<file path="src/rtl/csi_pkg.sv">
// Shared types and constants for the CSI lane de-skew path.
package csi_pkg;

    localparam int BYTE_W       = 8;
    localparam int NUM_LANE_DEF = 2;
    localparam int DEPTH_DEF    = 4;

    typedef enum logic [1:0] {
        IDLE,
        WAIT_ALL,
        ALIGNED,
        ERROR
    } state_e;

endpackage

</file>
<file path="src/rtl/csi_lane_aligner_if.sv">
// Byte-lane bundle between the per-lane receivers and the word assembler.
interface csi_lane_aligner_if #(
    parameter int NUM_LANE = csi_pkg::NUM_LANE_DEF
);
    import csi_pkg::*;

    logic                         in_line;
    logic [BYTE_W*NUM_LANE-1:0]   lane_dat;
    logic [NUM_LANE-1:0]          lane_vld;
    logic [BYTE_W*NUM_LANE-1:0]   out_dat;
    logic                         out_vld;
    logic                         err_skew;
    logic                         aligned;

    modport master (
        output in_line, lane_dat, lane_vld,
        input  out_dat, out_vld, err_skew, aligned
    );

    modport slave (
        input  in_line, lane_dat, lane_vld,
        output out_dat, out_vld, err_skew, aligned
    );

endinterface

</file>
<file path="src/rtl/csi_lane_fifo.sv">
// Single-lane first-word-fall-through byte FIFO with synchronous flush.
module csi_lane_fifo #(
    parameter int DEPTH = 4,
    parameter int WIDTH = 8
) (
    input  logic             clk,
    input  logic             areset_n,
    input  logic             push_i,
    input  logic             pop_i,
    input  logic             flush_i,
    input  logic [WIDTH-1:0] din_i,
    output logic [WIDTH-1:0] dout_o,
    output logic             full_o,
    output logic             empty_o
);
    localparam int AW = $clog2(DEPTH);

    logic [WIDTH-1:0] mem_q [DEPTH];
    logic [AW-1:0]    wr_ptr_q, rd_ptr_q;
    logic [AW:0]      cnt_q;
    logic             wr_en, rd_en;

    assign full_o  = (cnt_q == (AW+1)'(DEPTH));
    assign empty_o = (cnt_q == '0);
    assign dout_o  = mem_q[rd_ptr_q];
    // A full FIFO still accepts a byte when the same edge pops one.
    assign wr_en   = push_i && (!full_o || pop_i);
    assign rd_en   = pop_i && !empty_o;

    // NOTE: storage has no reset; the pointers alone define which entries are valid.
    always_ff @(posedge clk) begin
        if (wr_en) mem_q[wr_ptr_q] <= din_i;
    end

    // NOTE: sequential state uses non-blocking assignments so every register samples pre-edge values.
    always_ff @(posedge clk or negedge areset_n) begin
        if (!areset_n) begin
            wr_ptr_q <= '0;
            rd_ptr_q <= '0;
            cnt_q    <= '0;
        end else if (flush_i) begin
            wr_ptr_q <= '0;
            rd_ptr_q <= '0;
            cnt_q    <= '0;
        end else begin
            if (wr_en) wr_ptr_q <= wr_ptr_q + 1'b1;
            if (rd_en) rd_ptr_q <= rd_ptr_q + 1'b1;
            cnt_q <= cnt_q + {{AW{1'b0}}, wr_en} - {{AW{1'b0}}, rd_en};
        end
    end

endmodule

</file>
<file path="src/rtl/csi_lane_aligner.sv">
// NUM_LANE-generic byte de-skew: buffers each lane until all lanes have started, then emits aligned words.
module csi_lane_aligner
    import csi_pkg::*;
#(
    parameter int NUM_LANE = NUM_LANE_DEF,
    parameter int DEPTH    = DEPTH_DEF
) (
    input  logic               clk,
    input  logic               areset_n,
    csi_lane_aligner_if.slave  bus
);
    localparam int CW = $clog2(DEPTH);
    localparam int DW = BYTE_W * NUM_LANE;

    state_e              state_q, state_d;
    logic [NUM_LANE-1:0] seen_q, seen_d;
    logic [CW-1:0]       skew_q, skew_d;
    logic [DW-1:0]       out_dat_q, out_dat_d;
    logic                out_vld_q, out_vld_d;
    logic                err_q, err_d;
    logic                aligned_q, aligned_d;

    logic [DW-1:0]       fifo_dout;
    logic [NUM_LANE-1:0] fifo_full, fifo_empty;
    logic                all_seen, pop, flush, ovf;

    assign all_seen = &(seen_q | bus.lane_vld);
    assign flush    = !bus.in_line || (state_q == ERROR);
    assign pop      = bus.in_line && (state_q == ALIGNED) && !(|fifo_empty);
    assign ovf      = |(bus.lane_vld & fifo_full);

    for (genvar k = 0; k < NUM_LANE; k++) begin : g_lane
        csi_lane_fifo #(
            .DEPTH (DEPTH),
            .WIDTH (BYTE_W)
        ) u_fifo (
            .clk      (clk),
            .areset_n (areset_n),
            .push_i   (bus.lane_vld[k] && (state_q != ERROR)),
            .pop_i    (pop),
            .flush_i  (flush),
            .din_i    (bus.lane_dat[k*BYTE_W +: BYTE_W]),
            .dout_o   (fifo_dout[k*BYTE_W +: BYTE_W]),
            .full_o   (fifo_full[k]),
            .empty_o  (fifo_empty[k])
        );
    end

    // NOTE: every always_comb output gets a default first so no path can infer a latch.
    always_comb begin
        state_d   = state_q;
        seen_d    = seen_q;
        skew_d    = skew_q;
        out_dat_d = out_dat_q;
        out_vld_d = 1'b0;
        err_d     = 1'b0;
        if (!bus.in_line) begin
            // End of packet outranks every other transition; leftovers are dropped.
            state_d = IDLE;
            seen_d  = '0;
            skew_d  = '0;
        end else begin
            seen_d = seen_q | bus.lane_vld;
            case (state_q)
                IDLE: begin
                    if (|bus.lane_vld) begin
                        skew_d  = '0;
                        state_d = all_seen ? ALIGNED : WAIT_ALL;
                    end
                end
                WAIT_ALL: begin
                    skew_d = skew_q + 1'b1;
                    if (all_seen) begin
                        state_d = ALIGNED;
                    end else if (skew_d == CW'(DEPTH - 1)) begin
                        // One more cycle without the late lane would exceed the FIFO depth.
                        state_d = ERROR;
                        err_d   = 1'b1;
                    end
                end
                ALIGNED: begin
                    if (pop) begin
                        out_dat_d = fifo_dout;
                        out_vld_d = 1'b1;
                    end else if (ovf) begin
                        state_d = ERROR;
                        err_d   = 1'b1;
                    end
                end
                ERROR:   ;
                default: state_d = IDLE;
            endcase
        end
        aligned_d = (state_d == ALIGNED);
    end

    always_ff @(posedge clk or negedge areset_n) begin
        if (!areset_n) begin
            state_q   <= IDLE;
            seen_q    <= '0;
            skew_q    <= '0;
            out_dat_q <= '0;
            out_vld_q <= 1'b0;
            err_q     <= 1'b0;
            aligned_q <= 1'b0;
        end else begin
            state_q   <= state_d;
            seen_q    <= seen_d;
            skew_q    <= skew_d;
            out_dat_q <= out_dat_d;
            out_vld_q <= out_vld_d;
            err_q     <= err_d;
            aligned_q <= aligned_d;
        end
    end

    assign bus.out_dat  = out_dat_q;
    assign bus.out_vld  = out_vld_q;
    assign bus.err_skew = err_q;
    assign bus.aligned  = aligned_q;

endmodule

</file>
<file path="src/flat_wrapper.sv">
// flat-port wrapper written by rule: the top's interface ports become plain ports
module csi_lane_aligner_flat import csi_pkg::*;
#(
    parameter int NUM_LANE = NUM_LANE_DEF,
    parameter int DEPTH    = DEPTH_DEF
)
  (clk, areset_n, bus_in_line, bus_lane_dat, bus_lane_vld, bus_out_dat, bus_out_vld, bus_err_skew, bus_aligned);
  csi_lane_aligner_if #(.NUM_LANE(NUM_LANE)) bus_i ();
  input  logic clk;
  input  logic areset_n;
  input wire logic [$bits(bus_i.in_line)-1:0] bus_in_line;
  input wire logic [$bits(bus_i.lane_dat)-1:0] bus_lane_dat;
  input wire logic [$bits(bus_i.lane_vld)-1:0] bus_lane_vld;
  output wire logic [$bits(bus_i.out_dat)-1:0] bus_out_dat;
  output wire logic [$bits(bus_i.out_vld)-1:0] bus_out_vld;
  output wire logic [$bits(bus_i.err_skew)-1:0] bus_err_skew;
  output wire logic [$bits(bus_i.aligned)-1:0] bus_aligned;
  assign bus_i.in_line = bus_in_line;
  assign bus_i.lane_dat = bus_lane_dat;
  assign bus_i.lane_vld = bus_lane_vld;
  assign bus_out_dat = bus_i.out_dat;
  assign bus_out_vld = bus_i.out_vld;
  assign bus_err_skew = bus_i.err_skew;
  assign bus_aligned = bus_i.aligned;
  csi_lane_aligner #(.NUM_LANE(NUM_LANE), .DEPTH(DEPTH)) u_core (.clk(clk), .areset_n(areset_n), .bus(bus_i));
endmodule
</file>
<file path="config.mk">
export PLATFORM = sky130hd
export DESIGN_NAME = csi_lane_aligner_flat
export DESIGN_NICKNAME = d
export VERILOG_FILES = /design/src/rtl/csi_pkg.sv /design/src/rtl/csi_lane_aligner_if.sv /design/src/rtl/csi_lane_fifo.sv /design/src/rtl/csi_lane_aligner.sv /design/src/flat_wrapper.sv
export SDC_FILE = /design/constraint.sdc
export NUM_CORES = 1
export LEC_CHECK = 0
export CAP_MARGIN = 20
export CORE_MARGIN = 2
export CORE_UTILIZATION = 50
export DETAILED_ROUTE_END_ITERATION = 7
export GPL_ROUTABILITY_DRIVEN = 0
export PLACE_DENSITY = 0.71
export SYNTH_ARGS = -nofsm -noshare
export SYNTH_HDL_FRONTEND = slang
export SYNTH_SLANG_ARGS = --single-unit
</file>
<file path="constraint.sdc">
create_clock -name clk -period 6.9 [get_ports clk]
set_input_delay 1.38 -clock clk [delete_from_list [all_inputs] [get_ports clk]]
set_output_delay 1.38 -clock clk [all_outputs]
set_load 0.02 [all_outputs]
</file>
==> flow_metrics.tcl <==
set metrics [dict create \
    grt_max_degree 40 \
    hp-class "flop to flop" \
    status "finished clean" \
    nets 342 \
    drt_iter0_drc 117 \
    slew_viol_final 0 \
    ys_top_cells_by_area "edfxtp_1 44%, dfrtp_1 22%, mux4_2 8.2%" \
    clockPowerShare 0.213 \
    pwr_density_cell_nw_per_um2 332 \
    cts_hold_buf 0 \
    yosysSeqAreaShare 0.663 \
    r2r-start "u_core.state_q[0]$_DFF_PN0_" \
    drive_gt1_frac 0.169 \
    synth_ff_type "edfxtp_1" \
    htree_levels 3 \
    r2r_cells 15 \
    top_layer "met4" \
    root_buffer "clkbuf_8" \
    num_vias 2218 \
    place_ws_ns 1.96 \
    power_frac_comb 0.277 \
    setup.worst_path.end "u_core.g_lane[1].u_fifo.cnt_q[2]$_DFF_PN0_" \
    startpoint "bus_in_line" \
    drt_wl_total_um 6960 \
    min_period_ns 4.53 \
    reg2reg_slack_ns 3.29 \
    worst_setup_path_start_kind "input pin" \
    initial_core_util 0.509 \
    cts_buffers 9 \
    p_sw_mw 0.499 \
    seqPwrFrac 0.509 \
    path_clk_slew_ns 0.10 \
    async_reset_ff_frac 0.379 \
    track_usage 0.159 \
    yosys.area.top_type "edfxtp_1" \
    setup_ws_ns 2.37 \
    grt_antenna_before_repair 0 \
    synth_edf_count 64 \
    routedWlPerCell_um 16.8 \
    power.total_mw 1.67 \
    antenna_left 0 \
    tightest_slew_ns 0.912 \
    sw_frac_of_total 0.299 \
    cap_violations 0 \
    hold_viol_final 0 \
    r2r_end "u_core.g_lane[1].u_fifo.cnt_q[2]$_DFF_PN0_" \
    slew-limit-headroom 0.392 \
    wl_met1_um 3070 \
    overflow 0 \
    syn_nets 300 \
    place_hpwl_um 4570 \
    intPower_mw 1.17 \
    clock-sinks 103 \
    avgSynthCellArea_um2 16.8 \
    rows 34 \
    drc 0 \
    synth_top_area_share 0.440 \
    rsz0062_at_grt "false" \
    crit_fanout 22 \
    required_ns 7.14 \
    die_area_um2 9500 \
    synthesis.area_um2 4370 \
    finalSetupTns_ns 0 \
    clk_latency_ns 0.37 \
    cts_tree "built" \
    avgViaCountPerCell 5.34 \
    p_leak_nw 1.92 \
    worst-setup-path-type "input pin to flop" \
    post_cts_buffers 0 \
    dr_wl_met3_um 248 \
    met2_length_um 3490 \
    dp.cells 399 \
    setup_viol 0 \
    ys_types 40 \
    ioPinCount 40 \
    stdcell_count 415 \
    fin_crit_sh 0.656 \
    yosys_warnings 0 \
    area_delta_synth_final_pct 15.1 \
    fmax_mhz 221 \
    diodes 0 \
    die_x_um 97.5 \
    ys_ff_latch 103 \
    peakVddDrop_v 0.000129 \
    grt_pass1_vias 2336 \
    arrival_ns 4.77 \
    core_um2 8590 \
    portBuffers 39 \
    firstDrtPassIters 4 \
    cts-resized-gates 0 \
    grt_first_pass_wirelength_um 11600 \
    max-clock-path-buffers 2 \
    die_h_um 97.5 \
    synthCells 260 \
    worst_clock_skew_ns 0.0124 \
    worstSetupEndpointType "flop" \
]
cells in the final DEF, fill, tap and decap left out, types with 2 or more instances in the layout:
cell,n
mux4_2,16
inv_1,14
ha_1,17
o31a_1,3
clkbuf_8,10
and2_1,10
nor2_1,18
dfrtp_1,39
clkdlybuf4s50_1,38
xnor2_1,6
edfxtp_1,64
o21a_1,3
and3_1,2
nand2_1,11
clkinv_4,2
o21ai_0,6
mux2_4,16
xor2_1,4
mux2i_1,2
fa_1,2
inv_6,3
final cells by class:
type	instances	area [um2]
Inverter	14	52.6
Tap cell	108	135
Clock buffer	10	138
Fill cell	681	3560
Sequential cell	103	2900
Timing Repair Buffer	39	385
Multi-Input combinational cell	135	1370
Clock inverter	6	48.8
registers in the layout, summed over array words and instances, names as in the netlist:
register and count:
u_core.bus.err_skew 1, u_core.state_q 2, u_core.g_lane.u_fifo.mem_q 64, u_core.bus.aligned 1, u_core.skew_q 2, u_core.seen_q 2, u_core.bus.out_vld 1, u_core.bus.out_dat 16
u_core.g_lane.u_fifo.wr_ptr_q 4, u_core.g_lane.u_fifo.rd_ptr_q 4, u_core.g_lane.u_fifo.cnt_q 6
cell families after synthesis:
family                   after synthesis  synth area share
AND/OR/NAND/NOR                       47            0.0507
multiplexers                          34             0.142
buffers and inverters                 22            0.0229
AO/OA/AOI/OAI                         25            0.0435
adder cells (fa/ha/maj)               19            0.0578
XOR/XNOR                              10            0.0200
flip-flops                           103             0.663
Yosys cell counts, drive strengths merged (4+ instances only):
master / instances
and2: 10
buf: 6
dfrtp: 39
edfxtp: 64
ha: 17
inv: 14
mux2: 16
mux4: 16
nand2: 11
nor2: 18
o21ai: 8
o31a: 4
xnor2: 6
xor2: 4
through the flow:
step | hold slack (ns) | area, um2 | util
final | 0.517 | 5030 | 0.585
after global routing | 0.531 | 5030 | 0.585
after CTS | 0.517 | 5030 | 0.585
after detailed placement | 0.496 | 4840 | 0.564
after global placement | 0.487 | 4840 | 0.564
after floorplan | 0.468 | 4370 | -
routing by layer:
layer	track usage	up-vias
li1	-	1044
met1	0.207	1119
met2	0.260	44
met3	0.0331	11
met4	0.0705	0
met5	0	-
power by group through the flow:
stage	combinational, mW	sequential [mW]	clock, mW
6_report	0.463	0.850	0.356
5_1_grt	0.505	0.866	0.390
4_1_cts	0.470	0.853	0.369
3_5_place_dp	0.468	0.867	0
3_3_place_gp	0.461	0.862	0
2_1_floorplan	0.254	0.903	0
worst min path at each step:
stage | from | to | slack, ns | cells past startpoint
floorplan | u_core.seen_q[0]$_DFF_PN0_ | u_core.seen_q[0]$_DFF_PN0_ | 0.47 | 1
global placement | u_core.seen_q[0]$_DFF_PN0_ | u_core.seen_q[0]$_DFF_PN0_ | 0.49 | 1
detailed placement | u_core.seen_q[1]$_DFF_PN0_ | u_core.seen_q[1]$_DFF_PN0_ | 0.50 | 1
CTS | u_core.seen_q[1]$_DFF_PN0_ | u_core.seen_q[1]$_DFF_PN0_ | 0.52 | 1
global route | u_core.bus.out_dat[0]$_DFFE_PN0P_ | u_core.bus.out_dat[0]$_DFFE_PN0P_ | 0.53 | 1
finish | u_core.bus.out_dat[13]$_DFFE_PN0P_ | u_core.bus.out_dat[13]$_DFFE_PN0P_ | 0.52 | 1
worst max-delay path, cell delays in order:
cell and delay, ns:
clkdlybuf4s50_1 0.68, o311a_1 0.33, o31a_2 0.69, o21ai_2 0.15, nor2_1 0.23, inv_1 0.07
ha_1 0.27, inv_1 0.06, ha_1 0.13, inv_1 0.04, fa_1 0.37, xor2_1 0.17
xnor2_1 0.14, nor2_1 0.05
Power figures use the tool's default switching activity.
